File: src/rtl/freq_sweep_ctrl_if.sv
// Bus bundle between the sweep sequencer and its controller / divider.
// The slave side is the sequencer; the master side drives config, start/stop and div_tc.
interface freq_sweep_ctrl_if #(
    parameter int unsigned W  = 8,
    parameter int unsigned DW = 8
) ();
    logic          start;
    logic          stop;
    logic [W-1:0]  start_val;
    logic [W-1:0]  end_val;
    logic [W-1:0]  step;
    logic [DW-1:0] dwell;
    logic          div_tc;
    logic [W-1:0]  div_val;
    logic          div_preset;
    logic [7:0]    step_idx;
    logic          busy;
    logic          done;

    modport master (
        output start, stop, start_val, end_val, step, dwell, div_tc,
        input  div_val, div_preset, step_idx, busy, done
    );

    modport slave (
        input  start, stop, start_val, end_val, step, dwell, div_tc,
        output div_val, div_preset, step_idx, busy, done
    );
endinterface

File: src/rtl/freq_sweep_ctrl.sv
// Frequency sweep sequencer: steps a presettable divider's load value from
// start_val toward end_val, dwelling a fixed number of terminal counts per step.
module freq_sweep_ctrl #(
    parameter int unsigned W  = 8,
    parameter int unsigned DW = 8
) (
    input  logic             clk,
    input  logic             rst,
    freq_sweep_ctrl_if.slave bus
);
    localparam int unsigned IW = 8;

    typedef enum logic [2:0] {S_IDLE, S_LOAD, S_RUN, S_NEXT, S_FIN} state_t;

    state_t         r_state;
    state_t         w_state_nxt;

    logic [W-1:0]   r_div_val;
    logic [W-1:0]   r_end;
    logic [W-1:0]   r_step;
    logic [DW-1:0]  r_dwell_m1;
    logic [DW-1:0]  r_dwell_cnt;
    logic [IW-1:0]  r_step_idx;
    logic           r_up;
    logic           r_preset;
    logic           r_busy;
    logic           r_done;

    logic [W:0]     w_sum;
    logic [W:0]     w_diff;
    logic [W-1:0]   w_next_val;
    logic           w_last_tc;
    logic [W-1:0]   w_div_val_d;
    logic [IW-1:0]  w_step_idx_d;
    logic [DW-1:0]  w_dwell_cnt_d;
    logic           w_cfg_en;

    assign w_last_tc = bus.div_tc && (r_dwell_cnt == r_dwell_m1);
    assign w_sum     = {1'b0, r_div_val} + {1'b0, r_step};
    assign w_diff    = {1'b0, r_div_val} - {1'b0, r_step};

    // Next value with overshoot or wrap clamped to end_val
    always_comb begin
        if (r_up) begin
            w_next_val = (w_sum[W] || (w_sum[W-1:0] > r_end)) ? r_end : w_sum[W-1:0];
        end else begin
            w_next_val = (w_diff[W] || (w_diff[W-1:0] < r_end)) ? r_end : w_diff[W-1:0];
        end
    end

    always_ff @(posedge clk) begin
        if (rst) begin
            r_state <= S_IDLE;
        end else begin
            r_state <= w_state_nxt;
        end
    end

    // stop takes priority over every transition out of an active state
    always_comb begin
        w_state_nxt = r_state;
        case (r_state)
            S_IDLE: if (bus.start && !bus.stop) w_state_nxt = S_LOAD;
            S_LOAD: w_state_nxt = bus.stop ? S_IDLE : S_RUN;
            S_RUN: begin
                if (bus.stop) begin
                    w_state_nxt = S_IDLE;
                end else if (w_last_tc) begin
                    w_state_nxt = ((r_div_val == r_end) || (r_step == '0)) ? S_FIN : S_NEXT;
                end
            end
            S_NEXT:  w_state_nxt = bus.stop ? S_IDLE : S_LOAD;
            S_FIN:   w_state_nxt = S_IDLE;
            default: w_state_nxt = S_IDLE;
        endcase
    end

    always_comb begin
        w_div_val_d   = r_div_val;
        w_step_idx_d  = r_step_idx;
        w_dwell_cnt_d = r_dwell_cnt;
        w_cfg_en      = 1'b0;
        case (r_state)
            S_IDLE: begin
                if (w_state_nxt == S_LOAD) begin
                    w_div_val_d  = bus.start_val;
                    w_step_idx_d = '0;
                    w_cfg_en     = 1'b1;
                end
            end
            S_LOAD: w_dwell_cnt_d = '0;
            S_RUN: begin
                if (bus.div_tc) w_dwell_cnt_d = r_dwell_cnt + DW'(1);
            end
            S_NEXT: begin
                if (w_state_nxt == S_LOAD) begin
                    w_div_val_d  = w_next_val;
                    w_step_idx_d = (r_step_idx == '1) ? r_step_idx : r_step_idx + IW'(1);
                end
            end
            default: ;
        endcase
    end

    // Flags are registered from the next state so they track the state Moore-style
    always_ff @(posedge clk) begin
        if (rst) begin
            r_div_val   <= '0;
            r_end       <= '0;
            r_step      <= '0;
            r_dwell_m1  <= '0;
            r_dwell_cnt <= '0;
            r_step_idx  <= '0;
            r_up        <= 1'b0;
            r_preset    <= 1'b0;
            r_busy      <= 1'b0;
            r_done      <= 1'b0;
        end else begin
            r_div_val   <= w_div_val_d;
            r_step_idx  <= w_step_idx_d;
            r_dwell_cnt <= w_dwell_cnt_d;
            r_preset    <= (w_state_nxt == S_LOAD);
            r_busy      <= (w_state_nxt == S_LOAD) || (w_state_nxt == S_RUN) || (w_state_nxt == S_NEXT);
            r_done      <= (w_state_nxt == S_FIN);
            if (w_cfg_en) begin
                r_end      <= bus.end_val;
                r_step     <= bus.step;
                r_dwell_m1 <= (bus.dwell == '0) ? '0 : bus.dwell - DW'(1);
                r_up       <= (bus.end_val >= bus.start_val);
            end
        end
    end

    assign bus.div_val    = r_div_val;
    assign bus.div_preset = r_preset;
    assign bus.step_idx   = r_step_idx;
    assign bus.busy       = r_busy;
    assign bus.done       = r_done;

endmodule
File: src/flat_wrapper.sv
// flat-port wrapper written by rule: the top's interface ports become plain ports
module freq_sweep_ctrl_flat 
#(
    parameter int unsigned W  = 8,
    parameter int unsigned DW = 8
)
  (clk, rst, bus_start, bus_stop, bus_start_val, bus_end_val, bus_step, bus_dwell, bus_div_tc, bus_div_val, bus_div_preset, bus_step_idx, bus_busy, bus_done);
  freq_sweep_ctrl_if #(.W(W), .DW(DW)) bus_i ();
  input  logic clk;
  input  logic rst;
  input wire logic [$bits(bus_i.start)-1:0] bus_start;
  input wire logic [$bits(bus_i.stop)-1:0] bus_stop;
  input wire logic [$bits(bus_i.start_val)-1:0] bus_start_val;
  input wire logic [$bits(bus_i.end_val)-1:0] bus_end_val;
  input wire logic [$bits(bus_i.step)-1:0] bus_step;
  input wire logic [$bits(bus_i.dwell)-1:0] bus_dwell;
  input wire logic [$bits(bus_i.div_tc)-1:0] bus_div_tc;
  output wire logic [$bits(bus_i.div_val)-1:0] bus_div_val;
  output wire logic [$bits(bus_i.div_preset)-1:0] bus_div_preset;
  output wire logic [$bits(bus_i.step_idx)-1:0] bus_step_idx;
  output wire logic [$bits(bus_i.busy)-1:0] bus_busy;
  output wire logic [$bits(bus_i.done)-1:0] bus_done;
  assign bus_i.start = bus_start;
  assign bus_i.stop = bus_stop;
  assign bus_i.start_val = bus_start_val;
  assign bus_i.end_val = bus_end_val;
  assign bus_i.step = bus_step;
  assign bus_i.dwell = bus_dwell;
  assign bus_i.div_tc = bus_div_tc;
  assign bus_div_val = bus_i.div_val;
  assign bus_div_preset = bus_i.div_preset;
  assign bus_step_idx = bus_i.step_idx;
  assign bus_busy = bus_i.busy;
  assign bus_done = bus_i.done;
  freq_sweep_ctrl #(.W(W), .DW(DW)) u_core (.clk(clk), .rst(rst), .bus(bus_i));
endmodule
File: config.mk
export PLATFORM = sky130hd
export DESIGN_NAME = freq_sweep_ctrl_flat
export DESIGN_NICKNAME = d
export VERILOG_FILES = /design/src/rtl/freq_sweep_ctrl_if.sv /design/src/rtl/freq_sweep_ctrl.sv /design/src/flat_wrapper.sv
export SDC_FILE = /design/constraint.sdc
export NUM_CORES = 1
export LEC_CHECK = 0
export ABC_AREA = 1
export CORE_MARGIN = 2
export CORE_UTILIZATION = 61
export DETAILED_ROUTE_END_ITERATION = 8
export GPL_TIMING_DRIVEN = 0
export MAX_ROUTING_LAYER = met4
export PLACE_DENSITY = 0.87
export SLEW_MARGIN = 20
export SYNTH_ARGS = -nofsm -noshare
export SYNTH_HDL_FRONTEND = slang
export SYNTH_SLANG_ARGS = --single-unit
File: constraint.sdc
create_clock -name clk -period 4.92 [get_ports clk]
set_input_delay 0.984 -clock clk [delete_from_list [all_inputs] [get_ports clk]]
set_output_delay 0.984 -clock clk [all_outputs]
set_load 0.01 [all_outputs]
==> impl_metrics.json <==
{
  "cts_resized": 0,
  "dp_hpwl_um": 9582,
  "gp_congestion": 0.9336,
  "hp-start": "u_core.r_dwell_m1[4]",
  "die_x_um": 87.66,
  "first_iter_violations": 297,
  "clockRootBuffer": "clkbuf_8",
  "cts_setup_buffers": 0,
  "routed_wl_um": 11800,
  "area_growth_pct": 17.70,
  "crit_family": "simple AND/OR/NAND/NOR gates",
  "cts.sinks": 55,
  "worstPathRequired_ps": 5130,
  "clk_latency_ps": 310,
  "antenna_found_initial": 0,
  "period_share": 0.6882,
  "min_period_ps": 3386,
  "path_max_fanout": 9,
  "clock_path_buffers": 2,
  "timing.final.ws_setup_ps": 1534,
  "cts.reportedPaths.clkPinSlew_ps": 100,
  "r2r-start": "u_core.r_step[4]",
  "worst_pin_slew_ps": 516.9,
  "grt_overflow": 0,
  "pin_count": 56,
  "status": "finished clean",
  "synth_cells": 668,
  "crit_path_end_kind": "flop",
  "start_util": 0.6284,
  "skew_ps": 7.129,
  "hp-class": "reg2reg",
  "maxSlewHeadroom": 0.6554,
  "grt.total_usage": 0.3261,
  "fmax_mhz": 295.4,
  "grt_pass1_vias": 4368,
  "grt_pass1_wl_um": 19420,
  "rsz0062_at_grt": "false",
  "avgSynthCellArea_sq_um": 6.391,
  "yosys_warnings": 0,
  "core_area_sq_um": 6794,
  "final_max_slew_viol_count": 0,
  "netlist_area_sq_um": 4269,
  "multi_input_area_sq_um": 2743,
  "row_count": 30,
  "routed_via_density": 5.651,
  "power_density_nw_per_um2": 251.8,
  "startpoint": "u_core.r_step[4]",
  "place_ws_ps": 1615,
  "vdd_ir_drop_max_uv": 182.9,
  "maxCapViolations": 0,
  "slowest_delay_ps": 390,
  "synth_fp_nets": 749,
  "grt_max_degree": 17,
  "cts_buffers": 5,
  "critPathLaunchType": "flop",
  "wire_per_inst_um": 14.27,
  "p_leak_nw": 2.371,
  "setup_viol": 0,
  "postCtsHoldBufs": 0,
  "slowest_stage": "dfxtp_1",
  "critical_path_class": "reg2reg",
  "die_h_um": 87.66,
  "crit_top_cell": "nand2_1",
  "final_nets": 811,
  "diodes": 0,
  "antenna_left": 0,
  "path_buf_inv": 4,
  "drt-pass1-iter-count": 6,
  "hold_viol_final": 0,
  "crit_chain": "inv_1, ha_1, buf_2, inv_1, nor3_1, nand2_1, nand2_1, nand2_1, nand2_1, inv_1, ha_1, a21oi_1, o21a_1, nand2_1, nand2_1, nand2_1, nand3_1, nand3_1, a21oi_1, nor2_1",
  "worstPathArrival_ps": 3590,
  "yosysUniqueCellTypes": 35,
  "portBuffers": 55,
  "n_fill_cell": 555,
  "ff_latch_area_sq_um": 1101,
  "drive_gt1_frac": 0.03694,
  "finalSetupTns_ps": 0,
  "drc": 0,
  "cts_max_level": 2,
  "ys_seq_elements": 55,
  "cts_tree": "yes",
  "vias": 4673,
  "dieArea_sq_um": 7683,
  "synth_seq_area_share": 0.2579
}
[path summary, 6_finish.rpt]
check                                        endpoint  slack, ps  cells after the start
worst min-delay path             u_core.r_dwell_m1[4]        480                      2
worst min register to register   u_core.r_dwell_m1[4]        480                      2
worst max-delay path            u_core.bus.div_val[7]       1530                     20
worst max register to register  u_core.bus.div_val[7]       1530                     20
[kinds of logic after synthesis]
| kind of cell | share of synthesized area |
|---|---|
| buffers and inverters | 0.09965 |
| AO/OA/AOI/OAI | 0.1319 |
| adder cells (fa/ha/maj) | 0.1325 |
| flip-flops | 0.2579 |
| XOR/XNOR | 0.03488 |
| AND/OR/NAND/NOR | 0.3432 |
[flip-flops by register name (all words and copies together) (netlist names)]
| name | flops |
|---|---|
| u_core.bus.busy | 1 |
| u_core.bus.div_preset | 1 |
| u_core.bus.div_val | 8 |
| u_core.bus.done | 1 |
| u_core.bus.step_idx | 8 |
| u_core.r_dwell_cnt | 8 |
| u_core.r_dwell_m1 | 8 |
| u_core.r_end | 8 |
| u_core.r_state | 3 |
| u_core.r_step | 8 |
| u_core.r_up | 1 |
[Yosys cell counts (all sizes together)]
library cell / n / area [sq um]
o21a: 2 / 15.01
inv: 93 / 349.1
clkbuf: 10 / 37.54
nand4: 14 / 102.6
nand3b: 1 / 7.510
buf: 6 / 35.03
a21o: 2 / 15.01
a211oi: 2 / 15.01
xnor2: 10 / 87.58
a21boi: 1 / 11.26
fa: 2 / 40.04
nor4: 3 / 18.77
xor2: 7 / 61.31
dfxtp: 55 / 1101
o41ai: 1 / 8.760
clkinv: 1 / 3.750
ha: 42 / 525.5
or2: 2 / 12.51
nand3: 68 / 350.3
nor2: 78 / 300.3
o21ai: 33 / 165.2
o211ai: 4 / 30.03
nand2: 158 / 598.1
o211a: 1 / 10.01
a21oi: 57 / 292.8
nor3: 15 / 75.07
[through the flow]
| stage | utilization | cell area [sq um] | power, W | std cells | hold WS (ps) |
|---|---|---|---|---|---|
| 2_1_floorplan | - | 4269 | 0.0008572 | 668 | 440.7 |
| 3_3_place_gp | 0.7271 | 4940 | 0.001003 | 819 | 466.1 |
| 5_1_grt | 0.7396 | 5025 | 0.001355 | 827 | 518.4 |
| 6_report | 0.7396 | 5025 | 0.001265 | 827 | 480.0 |
| 3_5_place_dp | 0.7271 | 4940 | 0.001020 | 819 | 463.0 |
| 4_1_cts | 0.7396 | 5025 | 0.001257 | 827 | 481.0 |
[layer usage]
metal  share of wire  vias up  global-route usage  wire length [um]
met1            0.40     2133              0.3670              4709
li1                -     2303                   -                 -
met3           0.059       42             0.03582               700
met2            0.50      195              0.5861              5952
met4           0.037        0              0.1301               440
met5               0        -                   -                 0
[layout make-up]
class                      instances  area share
multi-input combinational        503      0.5458
sequential                        55      0.2191
timing repair buffer              55      0.1096
inverter                          94     0.07022
tap                               96     0.02390
clock buffer                       6     0.01444
buffer                            16     0.01444
clock inverter                     2    0.002490
[cells in the final DEF, fill, tap and decap left out, drive strengths merged, types with 3 or more instances in the layout]
| cell | instances |
|---|---|
| inv | 93 |
| xnor2 | 10 |
| dfxtp | 55 |
| clkbuf | 16 |
| a21oi | 57 |
| o211ai | 4 |
| nor4 | 3 |
| nor2 | 78 |
| clkdlybuf4s50 | 55 |
| nor3 | 15 |
| nand2 | 158 |
| xor2 | 7 |
| buf | 6 |
| o21ai | 33 |
| ha | 42 |
| nand4 | 14 |
| nand3 | 68 |
[worst register-to-register path: stages, from the launching register on]
cell and delay (ps):
dfxtp_1 390, inv_1 70, ha_1 260, buf_2 200
inv_1 110, nor3_1 220, nand2_1 90, nand2_1 80
nand2_1 50, nand2_1 140, inv_1 60, ha_1 290
a21oi_1 130, o21a_1 130, nand2_1 190, nand2_1 300
nand2_1 90, nand3_1 100, nand3_1 140, a21oi_1 190
nor2_1 60
[report_power, final]
group	total (W)	leakage (nW)	internal [W]	switching, W
combinational	0.000517	1.88	0.000201	0.000317
clock	0.000246	0.0412	0.0000999	0.000146
sequential	0.000502	0.451	0.000471	0.0000310
total	0.00127	2.37	0.000772	0.000494
Note: power is estimated with default switching activity, not from simulation.
